===== config.mk =====
export PLATFORM = sky130hd
export DESIGN_NAME = mips_fetch_queue_flat
export DESIGN_NICKNAME = d
export VERILOG_FILES = /design/src/rtl/mips_fetch_queue_if.sv /design/src/rtl/mips_fetch_queue.sv /design/src/flat_wrapper.sv
export SDC_FILE = /design/constraint.sdc
export NUM_CORES = 1
export LEC_CHECK = 0
export BUFFER_PORTS_ARGS = -buffer_cell sky130_fd_sc_hd__buf_2
export CAP_MARGIN = 30
export CORE_MARGIN = 1.5
export CORE_UTILIZATION = 28
export CTS_BUF_LIST = sky130_fd_sc_hd__clkbuf_16
export CTS_CLUSTER_DIAMETER = 80
export DETAILED_ROUTE_END_ITERATION = 8
export PLACE_DENSITY = 0.41
export SLEW_MARGIN = 25
export SYNTH_ARGS = -nofsm -noshare
export SYNTH_HDL_FRONTEND = slang
export SYNTH_SLANG_ARGS = --single-unit

===== constraint.sdc =====
create_clock -name clock -period 3.3 [get_ports clock]
set_clock_uncertainty 0.05 [all_clocks]
set_input_delay 0.165 -clock clock [delete_from_list [all_inputs] [get_ports clock]]
set_output_delay 0.165 -clock clock [all_outputs]
set_load 0.02 [all_outputs]

===== src/rtl/mips_fetch_queue_if.sv =====
// Fetch-queue bundle: instruction-memory request/response, redirect, and decode handshake.
// Latency: none (wires only).
// Backpressure: out_ready from decode stalls the head entry.
// master: driven by the fetch queue; slave: the memory/decode/branch side.
// Ports: imem_req/imem_addr/imem_rdata, redirect_valid/redirect_pc,
//        out_valid/out_ready/out_pc/out_instr, misalign_err.
interface mips_fetch_queue_if #(
    parameter int XLEN     = 32,
    parameter int PC_WIDTH = 32,
    parameter int IMEM_AW  = 8
);
    logic                imem_req;
    logic [IMEM_AW-1:0]  imem_addr;
    logic [XLEN-1:0]     imem_rdata;
    logic                redirect_valid;
    logic [PC_WIDTH-1:0] redirect_pc;
    logic                out_valid;
    logic                out_ready;
    logic [PC_WIDTH-1:0] out_pc;
    logic [XLEN-1:0]     out_instr;
    logic                misalign_err;

    modport master (
        output imem_req, imem_addr, out_valid, out_pc, out_instr, misalign_err,
        input  imem_rdata, redirect_valid, redirect_pc, out_ready
    );

    modport slave (
        input  imem_req, imem_addr, out_valid, out_pc, out_instr, misalign_err,
        output imem_rdata, redirect_valid, redirect_pc, out_ready
    );
endinterface


===== src/rtl/mips_fetch_queue.sv =====
// Instruction fetch stage: pipelined imem requests feeding a QUEUE_DEPTH-entry prefetch FIFO.
// Latency: request in cycle c, head valid in c+2; redirect target valid 3 cycles after redirect.
// Backpressure: out_ready=0 holds the head; requests stop once queued + in-flight fills the FIFO.
// Ports: clock, reset_n (sync, active-low), fq (master modport of mips_fetch_queue_if).
module mips_fetch_queue #(
    parameter int                  XLEN        = 32,
    parameter int                  PC_WIDTH    = 32,
    parameter int                  IMEM_AW     = 8,
    parameter int                  QUEUE_DEPTH = 4,
    parameter logic [PC_WIDTH-1:0] RESET_PC    = '0
) (
    input  logic              clock,
    input  logic              reset_n,
    mips_fetch_queue_if.master fq
);
    localparam int PW = $clog2(QUEUE_DEPTH);
    localparam int CW = PW + 1;

    logic [PC_WIDTH-1:0] fpc_q, fpc_d;
    logic [PC_WIDTH-1:0] resp_pc_q, resp_pc_d;
    logic                resp_v_q, resp_v_d;
    logic                squash_q, squash_d;
    logic                misalign_q, misalign_d;
    logic [CW-1:0]       cnt_q, cnt_d;
    logic [PW-1:0]       rd_ptr_q, rd_ptr_d;
    logic [PW-1:0]       wr_ptr_q, wr_ptr_d;

    logic [PC_WIDTH-1:0] pc_mem_q  [QUEUE_DEPTH];
    logic [XLEN-1:0]     ins_mem_q [QUEUE_DEPTH];

    logic credit_ok;
    logic req;
    logic out_valid;
    logic push;
    logic pop;

    // Credit counts the in-flight response but not a same-cycle pop, so a
    // response always finds a free slot when it lands.
    always_comb begin
        credit_ok = ({1'b0, cnt_q} + {{CW{1'b0}}, resp_v_q}) < (CW+1)'(QUEUE_DEPTH);
        req       = reset_n && !fq.redirect_valid && credit_ok;
        out_valid = reset_n && (cnt_q != '0);
        // Redirect wins over both a pop and an arriving response.
        pop       = out_valid && fq.out_ready && !fq.redirect_valid;
        push      = resp_v_q && !squash_q && !fq.redirect_valid;
    end

    always_comb begin
        fpc_d      = fpc_q;
        resp_pc_d  = resp_pc_q;
        resp_v_d   = req;
        squash_d   = fq.redirect_valid;
        misalign_d = misalign_q | (fq.redirect_valid && (fq.redirect_pc[1:0] != 2'b00));
        cnt_d      = cnt_q;
        rd_ptr_d   = rd_ptr_q;
        wr_ptr_d   = wr_ptr_q;

        if (req) begin
            resp_pc_d = fpc_q;
        end

        if (fq.redirect_valid) begin
            fpc_d    = {fq.redirect_pc[PC_WIDTH-1:2], 2'b00};
            cnt_d    = '0;
            rd_ptr_d = '0;
            wr_ptr_d = '0;
        end else begin
            if (req) begin
                fpc_d = fpc_q + PC_WIDTH'(4);
            end
            if (push) begin
                wr_ptr_d = wr_ptr_q + PW'(1);
            end
            if (pop) begin
                rd_ptr_d = rd_ptr_q + PW'(1);
            end
            case ({push, pop})
                2'b10:   cnt_d = cnt_q + CW'(1);
                2'b01:   cnt_d = cnt_q - CW'(1);
                default: cnt_d = cnt_q;
            endcase
        end
    end

    always_ff @(posedge clock) begin
        if (!reset_n) begin
            fpc_q      <= RESET_PC;
            resp_pc_q  <= '0;
            resp_v_q   <= 1'b0;
            squash_q   <= 1'b0;
            misalign_q <= 1'b0;
            cnt_q      <= '0;
            rd_ptr_q   <= '0;
            wr_ptr_q   <= '0;
        end else begin
            fpc_q      <= fpc_d;
            resp_pc_q  <= resp_pc_d;
            resp_v_q   <= resp_v_d;
            squash_q   <= squash_d;
            misalign_q <= misalign_d;
            cnt_q      <= cnt_d;
            rd_ptr_q   <= rd_ptr_d;
            wr_ptr_q   <= wr_ptr_d;
        end
    end

    // Payload storage needs no reset: pointers and count define what is live.
    always_ff @(posedge clock) begin
        if (push) begin
            pc_mem_q[wr_ptr_q]  <= resp_pc_q;
            ins_mem_q[wr_ptr_q] <= fq.imem_rdata;
        end
    end

    // Narrow PCs cannot cover the whole imem; zero-extend the word index then.
    generate
        if (PC_WIDTH >= IMEM_AW + 2) begin : g_addr_slice
            assign fq.imem_addr = fpc_q[IMEM_AW+1:2];
        end else begin : g_addr_ext
            assign fq.imem_addr = IMEM_AW'(fpc_q[PC_WIDTH-1:2]);
        end
    endgenerate

    assign fq.imem_req     = req;
    assign fq.out_valid    = out_valid;
    assign fq.out_pc       = out_valid ? pc_mem_q[rd_ptr_q] : '0;
    assign fq.out_instr    = out_valid ? ins_mem_q[rd_ptr_q] : '0;
    assign fq.misalign_err = misalign_q;

    no_overflow: assert property (@(posedge clock) disable iff (!reset_n)
        (push && !pop) |-> (cnt_q != CW'(QUEUE_DEPTH)));
endmodule


===== src/flat_wrapper.sv =====
// flat-port wrapper written by rule: the top's interface ports become plain ports
module mips_fetch_queue_flat 
#(
    parameter int                  XLEN        = 32,
    parameter int                  PC_WIDTH    = 32,
    parameter int                  IMEM_AW     = 8,
    parameter int                  QUEUE_DEPTH = 4,
    parameter logic [PC_WIDTH-1:0] RESET_PC    = '0
)
  (clock, reset_n, fq_imem_req, fq_imem_addr, fq_out_valid, fq_out_pc, fq_out_instr, fq_misalign_err, fq_imem_rdata, fq_redirect_valid, fq_redirect_pc, fq_out_ready);
  mips_fetch_queue_if #(.XLEN(XLEN), .PC_WIDTH(PC_WIDTH), .IMEM_AW(IMEM_AW)) fq_i ();
  input  logic clock;
  input  logic reset_n;
  output wire logic [$bits(fq_i.imem_req)-1:0] fq_imem_req;
  output wire logic [$bits(fq_i.imem_addr)-1:0] fq_imem_addr;
  output wire logic [$bits(fq_i.out_valid)-1:0] fq_out_valid;
  output wire logic [$bits(fq_i.out_pc)-1:0] fq_out_pc;
  output wire logic [$bits(fq_i.out_instr)-1:0] fq_out_instr;
  output wire logic [$bits(fq_i.misalign_err)-1:0] fq_misalign_err;
  input wire logic [$bits(fq_i.imem_rdata)-1:0] fq_imem_rdata;
  input wire logic [$bits(fq_i.redirect_valid)-1:0] fq_redirect_valid;
  input wire logic [$bits(fq_i.redirect_pc)-1:0] fq_redirect_pc;
  input wire logic [$bits(fq_i.out_ready)-1:0] fq_out_ready;
  assign fq_imem_req = fq_i.imem_req;
  assign fq_imem_addr = fq_i.imem_addr;
  assign fq_out_valid = fq_i.out_valid;
  assign fq_out_pc = fq_i.out_pc;
  assign fq_out_instr = fq_i.out_instr;
  assign fq_misalign_err = fq_i.misalign_err;
  assign fq_i.imem_rdata = fq_imem_rdata;
  assign fq_i.redirect_valid = fq_redirect_valid;
  assign fq_i.redirect_pc = fq_redirect_pc;
  assign fq_i.out_ready = fq_out_ready;
  mips_fetch_queue #(.XLEN(XLEN), .PC_WIDTH(PC_WIDTH), .IMEM_AW(IMEM_AW), .QUEUE_DEPTH(QUEUE_DEPTH), .RESET_PC(RESET_PC)) u_core (.clock(clock), .reset_n(reset_n), .fq(fq_i));
endmodule

==> impl_metrics.env <==
export IMPL_status="finished, final reports clean"
export IMPL_drt_first_pass_iters=6
export IMPL_ys_seq_area_frac=0.693
export IMPL_synthFlopType="edfxtp_1"
export IMPL_io_buffers=140
export IMPL_row_count=78
export IMPL_cts_buffers=38
export IMPL_routedWlPerCell_um=19.2
export IMPL_whs_ns=0.136
export IMPL_r2r_cells=6
export IMPL_end_kind="primary output"
export IMPL_yosys_warnings=0
export IMPL_viasPerCell=4.55
export IMPL_drive_above_1_share=0.272
export IMPL_slew_headroom=0.474
export IMPL_fin_crit_sh=0.769
export IMPL_reg2reg_to="u_core.fpc_q[15]$_SDFFE_PN0P_"
export IMPL_cap_violations=0
export IMPL_area_growth_syn_to_layout_pct=25.3
export IMPL_rsz0062_at_grt="false"
export IMPL_yosysTopAreaCellShare=0.580
export IMPL_worstPathRequired_ns=3.08
export IMPL_routabilityCongestion=0.703
export IMPL_r2r_slack_ns=0.88
export IMPL_avgSynthCellArea_sq_um=15.5
export IMPL_n_fill_cell=4388
export IMPL_hpwl_um=18500
export IMPL_synthArstFlopShare=0
export IMPL_place_ws_ns=0.882
export IMPL_critPathLaunchType="flop"
export IMPL_cts_tree="yes"
export IMPL_power_density_nw_per_um2=542
export IMPL_overflow=0
export IMPL_yosysTopAreaCell="edfxtp_1"
export IMPL_cts_buffer_depth=3
export IMPL_drc=0
export IMPL_final_hold_viol_count=0
export IMPL_dieArea_sq_um=47100
export IMPL_placed_cell_area_sq_um=14300
export IMPL_fin_tns_setup_ns=0
export IMPL_setup_viol_count_final=0
export IMPL_ys_seq_elements=320
export IMPL_grt_util_all_layers=0.137
export IMPL_core_area_sq_um=45300
export IMPL_final_area_sq_um=16100
export IMPL_worstHoldStart="fq_redirect_valid"
export IMPL_fmax_mhz=394
export IMPL_worst_slack_ns=0.764
export IMPL_boundaryPins=143
export IMPL_cp_max_fo=38
export IMPL_clock_sinks=320
export IMPL_cp_arrival_ns=2.32
export IMPL_p_leak_uw=0.00581
export IMPL_dp_cells=1523
export IMPL_die_y_um=217
export IMPL_hold_path_depth=3
export IMPL_ant_nets=0
export IMPL_grt_antenna_before_repair=0
export IMPL_yosysUniqueCellTypes=46
export IMPL_r2r_start="u_core.fpc_q[4]$_SDFFE_PN0P_"
export IMPL_vias=7541
export IMPL_min_to="u_core.fpc_q[14]$_SDFFE_PN0P_"
export IMPL_synth_cells=826
export IMPL_worst_pin_slew_ns=0.790
export IMPL_clk_pin_slew_worst_paths_ns=0.06
export IMPL_crit_type="reg -> out"
export IMPL_min_path_type="in -> reg"
export IMPL_drt_total_wl_um=31800
export IMPL_initial_core_util=0.283
export IMPL_grt_pass1_wl_um=49000
export IMPL_drt_first_iter_violations=391
export IMPL_post_route_min_period_ns=2.54
export IMPL_clockRootBuffer="clkbuf_16"
export IMPL_peakVddDrop_v=0.000300
export IMPL_h_tree_depth=2
export IMPL_yosys_top_cells_area="edfxtp_1 (58%), dfxtp_1 (11%), mux4_2 (11%)"
export IMPL_worstSkewPairLatency_ns=0.53
export IMPL_grt_pass1_vias=7994
export IMPL_synth_edf_count=248
export IMPL_finalNonFillerCells=1658
export IMPL_die_width_um=217
export IMPL_slew_viol_final=0
export IMPL_syn_area_sq_um=12800
export IMPL_final_nets=1104
export IMPL_grt_max_degree=122
export IMPL_n_antenna_cell=0
==> cell type report <==
class                   instances  area, sq um  area share
multi-input cells             434         3650       0.227
repair buffers                223         1570      0.0978
inverters                      12         45.0     0.00280
well taps                     600          751      0.0467
clock inverters                30          193      0.0120
flip-flops and latches        320         8900       0.553
clock buffers                  39          976      0.0607
==> registers in the layout (all words and copies together), names as in the netlist, named ones only <==
register,flops
u_core.cnt_q,3
u_core.fpc_q,30
u_core.fq.misalign_err,1
u_core.ins_mem_q,128
u_core.pc_mem_q,120
u_core.rd_ptr_q,2
u_core.resp_pc_q,30
u_core.resp_v_q,1
u_core.squash_q,1
u_core.wr_ptr_q,2
==> through the flow <==
step                      total power (uW)   util
final                                 8710  0.355
after global placement                4820  0.315
after global routing                  9050  0.355
after CTS                             8870  0.355
after floorplan                       4680      -
after detailed placement              4820  0.315
==> cells in the mapped netlist (3+ instances only) <==
cell type and n:
inv_1 11, a31oi_1 3, xor2_1 18, dfxtp_1 72, mux4_2 62, buf_2 6
nand3_1 11, and3_1 73, nor2_1 16, mux2i_1 3, edfxtp_1 248, buf_4 10
ha_1 6, nand2_1 92, and4_1 3, o21ai_0 29, buf_1 4, a21boi_0 36
xnor2_1 8, a21oi_1 16, clkbuf_1 41, nor2b_1 4, nand4_1 17, and2_1 11
==> worst max-delay path by stage <==
stage                                             endpoint  slack [ns]  cells after the start
after global placement        u_core.cnt_q[2]$_SDFFE_PN0P_        0.94                     10
after floorplan           u_core.ins_mem_q[0][0]$_DFFE_PP_        0.59                      4
final                                      fq_out_instr[3]        0.76                      4
after CTS                                  fq_out_instr[3]        0.65                      4
after global routing         u_core.fpc_q[15]$_SDFFE_PN0P_        0.56                      8
after detailed placement      u_core.cnt_q[2]$_SDFFE_PN0P_        0.88                     10
==> cell usage in the layout (no fill, tap or decap), types with 29 or more instances in the layout <==
master | Yosys | layout
buf_2 | 6 | 140
edfxtp_1 | 248 | 248
dlygate4sd3_1 | 0 | 65
o21ai_0 | 29 | 29
nand2_1 | 92 | 92
clkbuf_16 | 0 | 39
dfxtp_1 | 72 | 70
mux4_2 | 62 | 62
and3_1 | 73 | 69
a21boi_0 | 36 | 36
==> logic make-up after synthesis <==
group | Yosys count | share of synthesized area
flip-flops | 320 | 0.693
AND/OR/NAND/NOR | 240 | 0.0994
AO/OA/AOI/OAI | 93 | 0.0457
buffers and inverters | 73 | 0.0249
multiplexers | 66 | 0.112
XOR/XNOR | 26 | 0.0177
adder cells (fa/ha/maj) | 7 | 0.00741
other | 1 | 0.000292
==> repair_timing <==
| action | 4_1_cts | 5_1_grt |
|---|---|---|
| buffers inserted | 0 | 0 |
| hold endpoints to repair | 159 | 0 |
| hold buffers | 65 | 0 |
| gates resized for setup | 0 | 0 |
==> worst max-delay path, stage by stage (launching register included) <==
cell and delay, ns:
dfxtp_4 0.80, buf_12 0.29, mux4_2 0.33, and3_1 0.21
buf_2 0.16
==> metal layers <==
layer / wire (um) / global-route usage / vias up
met1: 15100 / 0.189 / 3774
met3: 1340 / 0.0281 / 47
met2: 14800 / 0.220 / 157
met5: 0 / 0 / -
li1: - / - / 3563
met4: 633 / 0.0391 / 0
==> power by group <==
| part | switching (uW) | total (uW) | internal (uW) | leakage, uW |
|---|---|---|---|---|
| clock | 1620 | 3920 | 2300 | 0.000610 |
| combinational | 189 | 347 | 158 | 0.00236 |
| sequential | 59.5 | 4440 | 4380 | 0.00284 |
(Power assumes the default switching activity.)
